## config.mk

```make
export PLATFORM = sky130hd
export DESIGN_NAME = chirp_pulse_responder_flat
export DESIGN_NICKNAME = d
export VERILOG_FILES = /design/src/rtl/chirp_pulse_responder_if.sv /design/src/rtl/chirp_pulse_responder.sv /design/src/flat_wrapper.sv
export SDC_FILE = /design/constraint.sdc
export NUM_CORES = 1
export LEC_CHECK = 0
export BUFFER_PORTS_ARGS = -buffer_cell sky130_fd_sc_hd__buf_2
export CAP_MARGIN = 30
export CORE_ASPECT_RATIO = 1.25
export CORE_MARGIN = 2
export CORE_UTILIZATION = 40
export DETAILED_ROUTE_END_ITERATION = 16
export PLACE_DENSITY = 0.63
export SYNTH_ARGS = -nofsm -noshare
export SYNTH_HDL_FRONTEND = slang
export SYNTH_SLANG_ARGS = --single-unit
export TNS_END_PERCENT = 50
```

## constraint.sdc

```tcl
create_clock -name aclk -period 4.2 [get_ports aclk]
set_input_delay 0.21 -clock aclk [delete_from_list [all_inputs] [get_ports aclk]]
set_output_delay 0.21 -clock aclk [all_outputs]
set_load 0.005 [all_outputs]
```

## src/rtl/chirp_pulse_responder_if.sv

```systemverilog
// Controller <-> chirp generator handshake plus the phase stream towards the DAC stage.
// No logic inside; signal bundle only.
// Flow control is the ready/active/done handshake; the phase stream has no backpressure.
interface chirp_pulse_responder_if #(
  parameter int PHASE_W = 32
);
  logic               dac_locked;
  logic               chirp_init;
  logic               chirp_enable;
  logic [31:0]        chirp_time_int;
  logic [PHASE_W-1:0] chirp_freq_offset;
  logic [PHASE_W-1:0] chirp_tuning_word;
  logic               chirp_ready;
  logic               chirp_active;
  logic               chirp_done;
  logic               chirp_aborted;
  logic               dac_valid;
  logic [PHASE_W-1:0] dac_phase;
  logic [31:0]        sample_count;

  // Controller side: drives requests and programming, observes status and phase.
  modport master (
    output dac_locked, chirp_init, chirp_enable,
    output chirp_time_int, chirp_freq_offset, chirp_tuning_word,
    input  chirp_ready, chirp_active, chirp_done, chirp_aborted,
    input  dac_valid, dac_phase, sample_count
  );

  // Chirp generator side.
  modport slave (
    input  dac_locked, chirp_init, chirp_enable,
    input  chirp_time_int, chirp_freq_offset, chirp_tuning_word,
    output chirp_ready, chirp_active, chirp_done, chirp_aborted,
    output dac_valid, dac_phase, sample_count
  );
endinterface

```

## src/rtl/chirp_pulse_responder.sv

```systemverilog
// Linear-FM chirp generator: on accepted init emits L phase samples, then pulses done.
// Latency: first sample (phase 0) one cycle after the accepting edge; done one cycle after last sample.
// No backpressure on the phase stream; init is only taken while chirp_ready is high, else ignored.
module chirp_pulse_responder #(
  parameter int PHASE_W      = 32,
  parameter int SETUP_CYCLES = 16
) (
  input logic                    aclk,
  input logic                    areset,
  chirp_pulse_responder_if.slave bus
);

  typedef enum logic [1:0] {SETUP, READY, RUN, DONE} state_t;

  localparam logic [7:0] SETUP_LAST = 8'(SETUP_CYCLES - 1);

  state_t             state;
  state_t             state_nxt;
  logic [7:0]         setup_cnt;
  logic [31:0]        len;
  logic [31:0]        sample_cnt;
  logic [PHASE_W-1:0] phase;
  logic [PHASE_W-1:0] freq;
  logic [PHASE_W-1:0] dfreq;
  logic               aborted;

  logic               setup_done;
  logic               accept;
  logic               step;
  logic               advance;
  logic               abort;
  logic               ready_c;
  logic               active_c;
  logic               done_c;

  assign setup_done = (setup_cnt == SETUP_LAST);

  // State register.
  always_ff @(posedge aclk) begin
    if (areset) state <= SETUP;
    else        state <= state_nxt;
  end

  // Next-state and Moore status decode; lock loss outranks enable loss outranks completion.
  always_comb begin
    state_nxt = state;
    accept    = 1'b0;
    step      = 1'b0;
    advance   = 1'b0;
    abort     = 1'b0;
    ready_c   = 1'b0;
    active_c  = 1'b0;
    done_c    = 1'b0;
    case (state)
      SETUP: begin
        if (bus.dac_locked && setup_done) state_nxt = READY;
      end
      READY: begin
        ready_c = 1'b1;
        if (!bus.dac_locked) begin
          state_nxt = SETUP;
        end else if (bus.chirp_init && bus.chirp_enable) begin
          accept    = 1'b1;
          state_nxt = RUN;
        end
      end
      RUN: begin
        active_c = 1'b1;
        step     = 1'b1;
        if (!bus.dac_locked) begin
          abort     = 1'b1;
          state_nxt = SETUP;
        end else if (!bus.chirp_enable) begin
          abort     = 1'b1;
          state_nxt = READY;
        end else if (sample_cnt + 32'd1 == len) begin
          state_nxt = DONE;
        end else begin
          advance = 1'b1;
        end
      end
      DONE: begin
        done_c = 1'b1;
        if (!bus.dac_locked) state_nxt = SETUP;
        else                 state_nxt = READY;
      end
      default: state_nxt = SETUP;
    endcase
  end

  // Lock qualification counter: restarts on every entry to SETUP and whenever lock drops.
  always_ff @(posedge aclk) begin
    if (areset) begin
      setup_cnt <= 8'd0;
    end else if (state != SETUP) begin
      if (state_nxt == SETUP) setup_cnt <= 8'd0;
    end else if (!bus.dac_locked) begin
      setup_cnt <= 8'd0;
    end else if (!setup_done) begin
      setup_cnt <= setup_cnt + 8'd1;
    end
  end

  // Chirp datapath; phase only advances while another sample follows, so it holds the last one.
  always_ff @(posedge aclk) begin
    if (areset) begin
      len        <= 32'd0;
      sample_cnt <= 32'd0;
      phase      <= '0;
      freq       <= '0;
      dfreq      <= '0;
      aborted    <= 1'b0;
    end else begin
      aborted <= abort;
      if (accept) begin
        len        <= (bus.chirp_time_int == 32'd0) ? 32'd1 : bus.chirp_time_int;
        sample_cnt <= 32'd0;
        phase      <= '0;
        freq       <= bus.chirp_freq_offset;
        dfreq      <= bus.chirp_tuning_word;
      end else begin
        if (step)    sample_cnt <= sample_cnt + 32'd1;
        if (advance) begin
          phase <= phase + freq;
          freq  <= freq + dfreq;
        end
      end
    end
  end

  assign bus.chirp_ready   = ready_c;
  assign bus.chirp_active  = active_c;
  assign bus.dac_valid     = active_c;
  assign bus.chirp_done    = done_c;
  assign bus.chirp_aborted = aborted;
  assign bus.dac_phase     = phase;
  assign bus.sample_count  = sample_cnt;

endmodule

```

## src/flat_wrapper.sv

```systemverilog
// flat-port wrapper written by rule: the top's interface ports become plain ports
module chirp_pulse_responder_flat 
#(
  parameter int PHASE_W      = 32,
  parameter int SETUP_CYCLES = 16
)
  (aclk, areset, bus_dac_locked, bus_chirp_init, bus_chirp_enable, bus_chirp_time_int, bus_chirp_freq_offset, bus_chirp_tuning_word, bus_chirp_ready, bus_chirp_active, bus_chirp_done, bus_chirp_aborted, bus_dac_valid, bus_dac_phase, bus_sample_count);
  chirp_pulse_responder_if #(.PHASE_W(PHASE_W)) bus_i ();
  input logic aclk;
  input logic areset;
  input wire logic [$bits(bus_i.dac_locked)-1:0] bus_dac_locked;
  input wire logic [$bits(bus_i.chirp_init)-1:0] bus_chirp_init;
  input wire logic [$bits(bus_i.chirp_enable)-1:0] bus_chirp_enable;
  input wire logic [$bits(bus_i.chirp_time_int)-1:0] bus_chirp_time_int;
  input wire logic [$bits(bus_i.chirp_freq_offset)-1:0] bus_chirp_freq_offset;
  input wire logic [$bits(bus_i.chirp_tuning_word)-1:0] bus_chirp_tuning_word;
  output wire logic [$bits(bus_i.chirp_ready)-1:0] bus_chirp_ready;
  output wire logic [$bits(bus_i.chirp_active)-1:0] bus_chirp_active;
  output wire logic [$bits(bus_i.chirp_done)-1:0] bus_chirp_done;
  output wire logic [$bits(bus_i.chirp_aborted)-1:0] bus_chirp_aborted;
  output wire logic [$bits(bus_i.dac_valid)-1:0] bus_dac_valid;
  output wire logic [$bits(bus_i.dac_phase)-1:0] bus_dac_phase;
  output wire logic [$bits(bus_i.sample_count)-1:0] bus_sample_count;
  assign bus_i.dac_locked = bus_dac_locked;
  assign bus_i.chirp_init = bus_chirp_init;
  assign bus_i.chirp_enable = bus_chirp_enable;
  assign bus_i.chirp_time_int = bus_chirp_time_int;
  assign bus_i.chirp_freq_offset = bus_chirp_freq_offset;
  assign bus_i.chirp_tuning_word = bus_chirp_tuning_word;
  assign bus_chirp_ready = bus_i.chirp_ready;
  assign bus_chirp_active = bus_i.chirp_active;
  assign bus_chirp_done = bus_i.chirp_done;
  assign bus_chirp_aborted = bus_i.chirp_aborted;
  assign bus_dac_valid = bus_i.dac_valid;
  assign bus_dac_phase = bus_i.dac_phase;
  assign bus_sample_count = bus_i.sample_count;
  chirp_pulse_responder #(.PHASE_W(PHASE_W), .SETUP_CYCLES(SETUP_CYCLES)) u_core (.aclk(aclk), .areset(areset), .bus(bus_i));
endmodule
```

# After elaboration in Yosys (flattened, before gate mapping)
# Index checks and enable logic that the tools add are counted.
# Widths: inputs -> output; s select.
[classes]
add_sub_neg = 4
eq_ne = 7
n_mux = 27
bitwise_logic = 1
reduce_logical = 10
[op_table]
columns = ["op", "count"]
rows = [
  ["$mux 32", 3],
  ["$add 32x32->32", 2],
  ["$add 32x1->32 const B", 1],
  ["$eq 32x32->1", 1],
  ["$logic_not 32->1", 1],
  ["$mux 8", 4],
  ["$mux 1", 13],
  ["$mux 2", 6],
  ["$add 8x1->8 const B", 1],
  ["$eq 8x4->1 const B", 1],
  ["$pmux 2 s4", 1],
  ["$eq 2x2->1 const B", 2],
  ["$logic_not 2->1", 2],
  ["$reduce_bool 2->1", 2],
  ["$reduce_or 2->1", 2],
  ["$ne 3x3->1 const B", 1],
  ["$eq 2x1->1 const B", 1],
  ["$logic_and 1x1->1", 2],
  ["$ne 2x2->1 const B", 1],
  ["$reduce_and 2->1", 1],
  ["$not 1->1", 1],
]
[word_totals]
ff_bits = 171

# Longest topological paths before layout
# Gate-level depths: netlist of run 1.
[logic_depth]
depth_word = 9
mapped_depth = 13

# Least setup slack after synthesis of run 1
# No wires, ideal clock.
[synth_path]
path_type = "register to register"
startpoint = "reg u_core.sample_cnt[0], in the netlist u_core.bus.sample_count[0]"
endpoint = "reg u_core.freq[1]"
arrival_time_ps = 3194
path_slack_ps = 902
path_stages_with_launch = 12
n_path_buf = 2
period_less_slack_ps = 3298
cell_sequence = "dfxtp_1 -> ha_1 -> nand4_2 -> or4_1 -> buf_2 -> nor4_1 -> a211o_1 -> o22ai_2 -> nor4_4 -> nor2_4 -> buf_6 -> a2111oi_2"
[synth_via]
elab_chain_len = 7
[synth_lines]
columns = ["element", "line_no", "rtl"]
rows = [
  ["from (decl)", "chirp_pulse_responder.sv:21", "logic [31:0] sample_cnt;"],
  ["from (signal assigned)", "chirp_pulse_responder.sv:122", "if (step) sample_cnt <= sample_cnt + 32'd1;"],
  ["$add 32x1->32", "chirp_pulse_responder.sv:76", "end else if (sample_cnt + 32'd1 == len) begin"],
  ["$eq 32x32->1", "chirp_pulse_responder.sv:76", ""],
  ["$mux 1", "chirp_pulse_responder.sv:76", ""],
  ["$mux 1", "chirp_pulse_responder.sv:73", "end else if (!bus.chirp_enable) begin"],
  ["$mux 1", "chirp_pulse_responder.sv:70", "if (!bus.dac_locked) begin"],
  ["$mux 1", "chirp_pulse_responder.sv:54", "case (state)"],
  ["$reduce_bool 2->1 (no source line)", "-", ""],
  ["to (signal assigned)", "chirp_pulse_responder.sv:119", "freq <= bus.chirp_freq_offset;"],
  ["to (signal assigned)", "chirp_pulse_responder.sv:125", "freq <= freq + dfreq;"],
  ["to (decl)", "chirp_pulse_responder.sv:23", "logic [PHASE_W-1:0] freq;"],
]
# No other way between the ends.
# A chain may end at the register's enable or synchronous reset.

# Worst setup path after layout of run 1
[layout_path]
startpoint = "reg u_core.sample_cnt[0], in the netlist u_core.bus.sample_count[0]"
endpoint = "reg u_core.phase[19], in the netlist u_core.bus.dac_phase[19]"
[layout_via]
elab_chain_len = 6
[layout_lines]
columns = ["element", "line_no", "rtl"]
rows = [
  ["$add 32x1->32", "chirp_pulse_responder.sv:76", ""],
  ["$eq 32x32->1", "chirp_pulse_responder.sv:76", ""],
  ["$mux 1", "chirp_pulse_responder.sv:76", ""],
  ["$mux 1", "chirp_pulse_responder.sv:73", ""],
  ["$mux 1", "chirp_pulse_responder.sv:70", ""],
  ["$mux 1", "chirp_pulse_responder.sv:54", ""],
  ["to (signal assigned)", "chirp_pulse_responder.sv:124", "phase <= phase + freq;"],
  ["to (decl)", "chirp_pulse_responder.sv:22", "logic [PHASE_W-1:0] phase;"],
]
# No other way between the ends.

==> impl_metrics.yaml, run 1 <==
sta:
  rsz0062_at_grt: "no"
  hold_violations: 0
  period_minus_slack_ps: 3890
  worst_pin_slew_ps: 809
  drv_slew: 0
  post-route-period-util: 0.926
  whs_ps: 8.19
  setup_viol: 0
  fmax_mhz: 257
  skew_ps: 13.9
  max_slew_margin: 0.455
  fin_setup_tns_ps: 0
clock_network:
  numCtsBuffers: 17
  cts_root_buffer: "clkbuf_16"
  clk_pin_slew_ps: 80
  cts_buffer_depth: 2
  htree_levels: 4
  numClockSinks: 171
  clock_latency_ps: 440
  cts_tree: "done"
routing:
  via_count: 10000
  routed_wl_mm: 30.5
  wl_per_cell_um: 16.6
  drc_errors: 0
  ant_nets: 0
  firstDrtPassIters: 5
  viasPerCell: 5.47
  drt_iter0_drc: 412
yosys:
  yosysSeqAreaShare: 0.320
  yosys.cell_types.count: 73
  yosysWarnings: 0
  syn_nets: 1474
  synth-edff-count: 0
  ys_seq_elements: 171
  synthFlopType: "dfxtp_1"
  synth_area_sq_um: 10700
  ys_async_sr_fraction: 0
  syn_inst: 1307
  syn_area_per_cell_sq_um: 8.18
final_layout:
  post-route-cell-area_sq_um: 12800
  finalNetCount: 1651
  area_growth_pct: 19.8
  fillers: 2540
  drive_gt1_frac: 0.173
  n_antenna_cell: 0
critical_path:
  cp.arrival_ps: 4270
  r2r-start: "u_core.bus.sample_count[0]"
  cp_data_required_time_ps: 4580
  critPathMaxFanout: 14
  timing.rr.end: "u_core.bus.dac_phase[19]"
  cp-end-kind: "flop"
  reg2reg_depth: 11
  reg2reg_slack_ps: 310
  worst_setup_path_start_kind: "flop"
  worstSetupPathType: "flop to flop"
power_and_ir_drop:
  power.density_nw_per_um2: 256
  peakVddDrop_uv: 214
  power_mw: 3.28
  leakagePower_nw: 5.54
worst_hold_path:
  hold_end: "u_core.len[19]"
  min_path_cells: 2
  worstHoldStart: "bus_chirp_time_int[19]"
  hp-class: "primary input to flop"
floorplan:
  dieHeight_um: 187
  start_util: 0.409
  fp-row-count: 66
  die_w_um: 150
  die-area_sq_um: 28100
  ioPinCount: 170
  core_area_sq_um: 26200
global_routing:
  grt_pass1_wl_mm: 48.8
  grtUsageTotal: 0.217
  antenna_found_initial: 0
  grt_max_degree: 67
  grt_overflow: 0
  grt_pass1_vias: 9703
placed_design:
  portBuffers: 169
  gp_congestion: 0.908
  post-dp-hpwl_mm: 23.1
  post_dp_cell_area_sq_um: 11800
outcome:
  outcome: "complete, no violations"
run:
  cap_violations: 0
layer usage:
| metal | vias to the layer above | part of all wire | GRT usage |
|---|---|---|---|
| li1 | 5069 | - | - |
| met1 | 4668 | 0.43 | 0.266 |
| met2 | 246 | 0.49 | 0.371 |
| met3 | 66 | 0.042 | 0.0346 |
| met4 | 0 | 0.038 | 0.0972 |
| met5 | - | 0 | 0 |
where the power goes:
part | internal [mW] | switching [mW] | leakage [nW]
combinational | 0.0639 | 0.0642 | 3.90
sequential | 1.62 | 0.00100 | 1.38
clock | 0.783 | 0.743 | 0.266
state kept, by name, summed over array words and instances, names as in the netlist:
signal,count
u_core.len,32
u_core.dfreq,32
u_core.bus.dac_phase,32
u_core.state,2
u_core.bus.sample_count,32
u_core.setup_cnt,8
u_core.freq,32
u_core.bus.chirp_aborted,1
per-stage QoR:
step / instances / utilization / setup slack [ps]
final: 1837 / 0.489 / 312
after global routing: 1837 / 0.489 / 112
after CTS: 1837 / 0.489 / 305
after detailed placement: 1764 / 0.452 / 328
after global placement: 1764 / 0.452 / 452
after floorplan: 1307 / - / 902
cells by family after synthesis:
group	count (synthesis)	synth area share
DFF	171	0.320
muxes	27	0.0253
buffers and inverters	86	0.0337
AOI/OAI and AO/OA	314	0.205
and+or+nand+nor	523	0.239
xor gates and xnor gates	120	0.0983
adders and majority gates	66	0.0786
final cells by class:
cell class / instances / area, sq um / share of cell area
Multi-Input combinational cell: 1050 / 6930 / 0.541
Sequential cell: 171 / 3420 / 0.267
Inverter: 19 / 71.3 / 0.00557
Clock inverter: 14 / 129 / 0.0101
Timing Repair Buffer: 225 / 1410 / 0.110
Tap cell: 340 / 425 / 0.0332
Clock buffer: 18 / 429 / 0.0335
critical path, stage by stage, from the launching register on:
cell      delay, ps
dfxtp_1         480
ha_1            290
nand4_2         230
or4_1           720
o32a_1          390
a211o_1         290
o22ai_2         210
nor4_4          100
nor2_4          440
buf_4           260
nor4b_1         260
nand3b_1        150
cells in the mapped netlist (5+ instances only):
library cell / n / area share
nor4_1: 20 / 0.012
a211oi_1: 8 / 0.0056
nand3_1: 33 / 0.015
o21ai_0: 46 / 0.022
buf_1: 7 / 0.0025
a21o_1: 32 / 0.022
and4_1: 9 / 0.0074
nand2b_1: 11 / 0.0064
ha_1: 64 / 0.075
nand3b_1: 5 / 0.0035
mux2i_1: 27 / 0.025
nor2b_1: 11 / 0.0064
dfxtp_1: 171 / 0.32
o21a_1: 8 / 0.0056
a2111oi_2: 16 / 0.022
xnor2_1: 63 / 0.052
buf_2: 9 / 0.0042
a21oi_1: 99 / 0.046
o21bai_1: 6 / 0.0042
o21ai_1: 7 / 0.0033
or2_2: 5 / 0.0029
inv_1: 19 / 0.0067
buf_4: 5 / 0.0035
nor3_1: 31 / 0.015
o211ai_1: 8 / 0.0056
clkbuf_1: 45 / 0.016
a22o_1: 29 / 0.024
or3_1: 16 / 0.0094
xor2_1: 57 / 0.047
a31oi_1: 10 / 0.0058
and2_1: 5 / 0.0029
nand2_1: 151 / 0.053
and3_1: 21 / 0.012
nand4_1: 25 / 0.015
nor2_1: 157 / 0.055
worst max path at each step:
stage	from	end	slack [ps]	cells past startpoint
after floorplan	u_core.bus.sample_count[0]	u_core.freq[1]	900	11
after global placement	u_core.bus.sample_count[0]	u_core.freq[11]	450	12
after detailed placement	u_core.bus.sample_count[0]	u_core.bus.dac_phase[19]	330	11
after CTS	u_core.bus.sample_count[0]	u_core.bus.dac_phase[19]	310	11
after global routing	u_core.bus.sample_count[0]	u_core.bus.dac_phase[19]	110	11
final	u_core.bus.sample_count[0]	u_core.bus.dac_phase[19]	310	11
cells in the final DEF, fill, tap and decap left out, drive strengths merged, types with 10 or more instances in the layout:
cell type	instances
xnor2	63
a21oi	99
or3	16
mux2i	27
ha	64
nor3	32
a2111oi	19
dfxtp	171
clkbuf	18
nor4	22
a31oi	10
o21ai	54
buf	184
dlygate4sd3	41
nand3	34
a211oi	11
a22o	29
nand4	27
xor2	57
nor2	158
nand2	151
nand2b	11
inv	27
a21o	32
and3	21
nor2b	11
repair_timing:
action,in CTS,in global routing
hold buffers,41,0
gates resized for setup,0,0
hold endpoints to repair,41,0
setup buffers,0,0
(Power assumes the default switching activity.)
==> run 2: changes to the inputs <==
Settings changed: CELL_PAD_IN_SITES_DETAIL_PLACEMENT set to 1, CELL_PAD_IN_SITES_GLOBAL_PLACEMENT set to 1, PLACE_DENSITY 0.63 to 0.79.
==> run 2 against run 1 <==
Net effect:
- clock skew fell by 2.4 ps
- design area shrank 0.47%
- sequential share of layout area is 0.13 points higher
- worst setup slack better by 80 ps
- wire length up 12%
- clock power up 7%
- first-iteration DRC count shrank 13%
- count of clock-buffer cells in the layout grew 7
- sequential power about the same
- critical path depth up 1
- hold slack worse by 1.8 ps
- register-to-register slack gained 80 ps
- largest cell class unchanged
==> impl_metrics.yaml, run 2 (same netlist as run 1, synthesis figures left out) <==
sta:
  setup_viol: 0
  worst_pin_slew_ps: 807
  max_slew_margin: 0.462
  fmax_mhz: 263
  rsz0062_at_grt: "no"
  fin_setup_tns_ps: 0
  hold_violations: 0
  whs_ps: 6.41
  period_minus_slack_ps: 3810
  skew_ps: 11.5
  post-route-period-util: 0.907
  drv_slew: 0
routing:
  routed_wl_mm: 34.2
  firstDrtPassIters: 5
  viasPerCell: 5.66
  drc_errors: 0
  drt_iter0_drc: 357
  via_count: 10300
  ant_nets: 0
  wl_per_cell_um: 18.7
power_and_ir_drop:
  power_mw: 3.38
  peakVddDrop_uv: 194
  power.density_nw_per_um2: 265
  leakagePower_nw: 5.52
final_layout:
  final_common_cell: "dfxtp_1"
  finalNetCount: 1643
  multi_input_comb_area_sq_um: 6930
  final_cell_mix: "dfxtp_1, buf_2, nor2_1, nand2_1, a21oi_1"
  post-route-cell-area_sq_um: 12800
  area_growth_pct: 19.2
  seqCellArea_sq_um: 3420
  fillers: 3195
  n_antenna_cell: 0
  drive_gt1_frac: 0.174
placed_design:
  gp_congestion: 0.889
  portBuffers: 169
  post_dp_cell_area_sq_um: 11900
  post-dp-hpwl_mm: 25.8
clock_network:
  clock_latency_ps: 440
  clk_pin_slew_ps: 60
  numClockSinks: 171
  cts_buffer_depth: 2
  cts_root_buffer: "clkbuf_16"
  htree_levels: 4
  numCtsBuffers: 17
  cts_tree: "done"
global_routing:
  grtUsageTotal: 0.247
  grt_overflow: 0
  grt_pass1_wl_mm: 55.5
  grt_max_degree: 61
  antenna_found_initial: 0
  grt_pass1_vias: 10700
floorplan:
  ioPinCount: 170
  fp-row-count: 66
  dieHeight_um: 187
  die_w_um: 150
  start_util: 0.409
  die-area_sq_um: 28100
  core_area_sq_um: 26200
critical_path:
  reg2reg_slack_ps: 390
  timing.rr.end: "u_core.freq[31]"
  r2r-start: "u_core.bus.sample_count[0]"
  cp-end-kind: "flop"
  cp.arrival_ps: 4100
  cp_data_required_time_ps: 4490
  worst_setup_path_start_kind: "flop"
  reg2reg_depth: 12
  critPathMaxFanout: 28
  worstSetupPathType: "flop to flop"
worst_hold_path:
  hold_end: "u_core.dfreq[1]"
  worstHoldStart: "bus_chirp_tuning_word[1]"
  hp-class: "primary input to flop"
  min_path_cells: 3
run:
  cap_violations: 0
outcome:
  outcome: "complete, no violations"
-- run 2: what timing repair did --
action	in CTS	in global routing
buffers inserted	0	0
hold endpoints to repair	30	0
resized for setup	0	0
hold buffers	30	0
-- run 2: final cells by class --
cell class,instances,area share
timing repair buffer,217,0.102
clock buffer,25,0.0404
sequential,171,0.268
multi-input combinational,1050,0.543
clock inverter,5,0.00648
inverter,19,0.00559
tap,340,0.0334
-- run 2: worst max path at each step --
stage / startpoint / endpoint / slack [ps] / depth (start not counted)
CTS: u_core.bus.sample_count[0] / u_core.freq[30] / 420 / 12
global route: u_core.bus.sample_count[0] / u_core.freq[11] / 140 / 12
finish: u_core.bus.sample_count[0] / u_core.freq[31] / 390 / 12
detailed placement: u_core.bus.sample_count[0] / u_core.freq[31] / 450 / 12
floorplan: u_core.bus.sample_count[0] / u_core.freq[1] / 900 / 11
global placement: u_core.bus.sample_count[0] / u_core.bus.dac_phase[30] / 560 / 11
-- run 2: power breakdown --
group          switching, mW  internal (mW)
Clock                  0.666          0.965
Combinational         0.0654         0.0573
Sequential           0.00108           1.62
Total                  0.732           2.64
-- run 2: worst max-delay path: stages, from the launching register on --
cell and delay [ps]:
dfxtp_1 470, ha_1 300, nand4_2 250, nor4_4 470, nand4_1 130, a2111oi_0 550
o2111ai_1 300, nor4_4 540, nor2_4 90, buf_12 190, nand3b_1 110, xor2_1 160
a211oi_1 80
-- run 2: through the flow --
stage          setup WS, ps  instances   util
6_report                391       1827  0.487
3_5_place_dp            450       1767  0.453
2_1_floorplan           902       1307      -
5_1_grt                 137       1827  0.487
4_1_cts                 418       1827  0.487
3_3_place_gp            563       1767  0.453
-- run 2: routing by layer --
metal | global-route usage | up-vias | wire, um
met3 | 0.0320 | 55 | 1190
met4 | 0.0867 | 0 | 904
met5 | 0 | - | 0
li1 | - | 5042 | -
met2 | 0.447 | 219 | 17600
met1 | 0.296 | 5026 | 14400
==> run 3: changes to the inputs <==
Settings changed: ABC_AREA set to 1, PLACE_DENSITY 0.79 to 0.82, SLEW_MARGIN set to 0.
==> run 3 against run 2 <==
Net effect:
- sequential power is essentially flat
- power up 3.3%
- register-to-register slack better by 100 ps
- clock power grew 7%
- hold slack worse by 1.5 ps
- utilization fell by 1.1 points
- combinational power up 5%
- critical path depth increased by 5
- wire length rose by 16%
- first-iteration DRC count grew 17%
- critical path type unchanged
- largest power group unchanged
==> impl_metrics.yaml, run 3 <==
clock_network:
  numClockSinks: 171
  cts_tree: "done"
  cts_root_buffer: "clkbuf_16"
  numCtsBuffers: 17
  clock_latency_ps: 440
  cts_buffer_depth: 2
  clk_pin_slew_ps: 70
  htree_levels: 4
  postCtsSetupBuffers: 0
sta:
  max_slew_margin: 0.435
  period_minus_slack_ps: 3710
  setup_viol: 0
  fmax_mhz: 270
  worst_pin_slew_ps: 846
  fin_setup_tns_ps: 0
  skew_ps: 12.3
  hold_violations: 0
  post-route-period-util: 0.882
  rsz0062_at_grt: "no"
  drv_slew: 0
floorplan:
  ioPinCount: 170
  start_util: 0.404
  dieHeight_um: 190
  core_area_sq_um: 27500
  die-area_sq_um: 29100
  die_w_um: 153
  fp-row-count: 68
yosys:
  ys_top_cells_by_area: "dfxtp_1, nand2_1, o21ai_0, ha_1, a21oi_1"
  yosysSeqAreaShare: 0.309
  syn_nets: 1829
  yosysWarnings: 0
  synth_top_cell_by_area: "dfxtp_1"
  synth_common_cells: "nand2_1, dfxtp_1, o21ai_0, inv_1, a21oi_1"
  synth-edff-count: 0
  synth_most_common_cell: "nand2_1"
  synthFlopType: "dfxtp_1"
  syn_inst: 1662
  yosys.cell_types.count: 42
  syn_area_per_cell_sq_um: 6.67
  ys_seq_elements: 171
  ys_async_sr_fraction: 0
  synth_area_sq_um: 11100
  netlist.area_leader.share: 0.309
critical_path:
  cp.arrival_ps: 4070
  worstSetupPathType: "flop to flop"
  crit_path_start: "u_core.bus.sample_count[0]"
  r2r-start: "u_core.bus.sample_count[0]"
  cp_data_required_time_ps: 4560
  crit_top_cell: "nor2_1"
  reg2reg_slack_ps: 490
  critPathMaxStageDelay_ps: 630
  cp-end-kind: "flop"
  critPathMaxFanout: 43
  cp-endpoint: "u_core.bus.dac_phase[21]"
  worst_setup_path_start_kind: "flop"
  cp_slowest_cell: "inv_2"
  timing.rr.end: "u_core.bus.dac_phase[21]"
  cp_cell_sequence: "ha_1 > nand2_1 > nor2_4 > nand2_1 > nor2_1 > nand3_1 > and2_1 > nor2_1 > nor2_1 > nand2_1 > nor2_1 > nand3_1 > nand3_2 > inv_2 > buf_12 > o21ai_0 > a21oi_1"
  reg2reg_depth: 17
final_layout:
  final_cell_mix: "nand2_1, dfxtp_1, buf_2, o21ai_0, inv_1"
  area_growth_pct: 18.0
  finalNetCount: 1996
  n_antenna_cell: 0
  post-route-util: 0.476
  final_common_cell: "nand2_1"
  post-route-cell-area_sq_um: 13100
  finalNonFillerCells: 2192
  drive_gt1_frac: 0.134
worst_hold_path:
  hp-class: "primary input to flop"
outcome:
  outcome: "complete, no violations"
routing:
  drt_iter0_drc: 418
  via_count: 11800
  routed_wl_mm: 39.5
  ant_nets: 0
  drc_errors: 0
  viasPerCell: 5.40
  wl_per_cell_um: 18.0
  firstDrtPassIters: 5
power_and_ir_drop:
  power.density_nw_per_um2: 266
  leakagePower_nw: 5.85
  peakVddDrop_uv: 218
  power_mw: 3.49
run:
  cap_violations: 0
global_routing:
  antenna_found_initial: 0
  grt_overflow: 0
  grt_pass1_vias: 12400
  grt_pass1_wl_mm: 63.3
  grtUsageTotal: 0.272
  grt_max_degree: 79
placed_design:
  post-dp-hpwl_mm: 30.9
  gp_congestion: 0.903
  dp.cells: 2142
  post_dp_cell_area_sq_um: 12300
  portBuffers: 169
[run 3: metal layers]
metal | track usage | up-vias | wire length [um]
met1 | 0.304 | 5596 | 15900
met5 | 0 | - | 0
met2 | 0.514 | 246 | 20500
met4 | 0.121 | 0 | 1640
li1 | - | 5913 | -
met3 | 0.0317 | 78 | 1460
[run 3: cell families after synthesis]
family | synth area share
XOR/XNOR | 0.0515
adder cells (fa/ha/maj) | 0.0758
AND/OR/NAND/NOR | 0.290
AO/OA/AOI/OAI | 0.195
flip-flops | 0.309
buffers and inverters | 0.0799
[run 3: worst min path at each step]
stage,cells past startpoint,slack (ps),end,from
floorplan,1,280,u_core.setup_cnt[7],areset
global placement,3,430,u_core.dfreq[15],bus_chirp_tuning_word[15]
detailed placement,3,440,u_core.dfreq[12],bus_chirp_tuning_word[12]
CTS,3,1,u_core.len[12],bus_chirp_time_int[12]
global route,3,10,u_core.dfreq[21],bus_chirp_tuning_word[21]
finish,3,5,u_core.dfreq[18],bus_chirp_tuning_word[18]
[run 3: area by class of cell]
cell class | count | area, sq um
Tap cell | 350 | 438
Timing Repair Buffer | 203 | 1180
Fill cell | 3707 | 14400
Clock inverter | 13 | 191
Multi-Input combinational cell | 1272 | 6800
Sequential cell | 171 | 3420
Inverter | 164 | 616
Clock buffer | 19 | 443
[run 3: timing repair]
item,in CTS,in global routing
hold buffers,18,0
gates resized for setup,0,0
hold endpoints to repair,18,0
[run 3: metrics by stage]
step / hold slack (ps) / worst slack, ps
3_5_place_dp: 441 / 621
3_3_place_gp: 433 / 719
6_report: 4.92 / 495
4_1_cts: 1.04 / 490
2_1_floorplan: 279 / 1600
5_1_grt: 11.3 / 205
[run 3: where the power goes]
group          internal, mW  total (mW)  switching, mW  leakage (nW)
clock network          1.02        1.74          0.720         0.288
logic                0.0544       0.129         0.0745          4.18
registers              1.62        1.62       0.000933          1.38
[run 3: worst max-delay path: cells and delay by family, from the launching register on]
kind / cells / cell delay (ps)
simple gates: 12 / 1610
flops: 1 / 480
fa+ha+maj: 1 / 270
compound gates: 2 / 330
buf+inv: 2 / 910
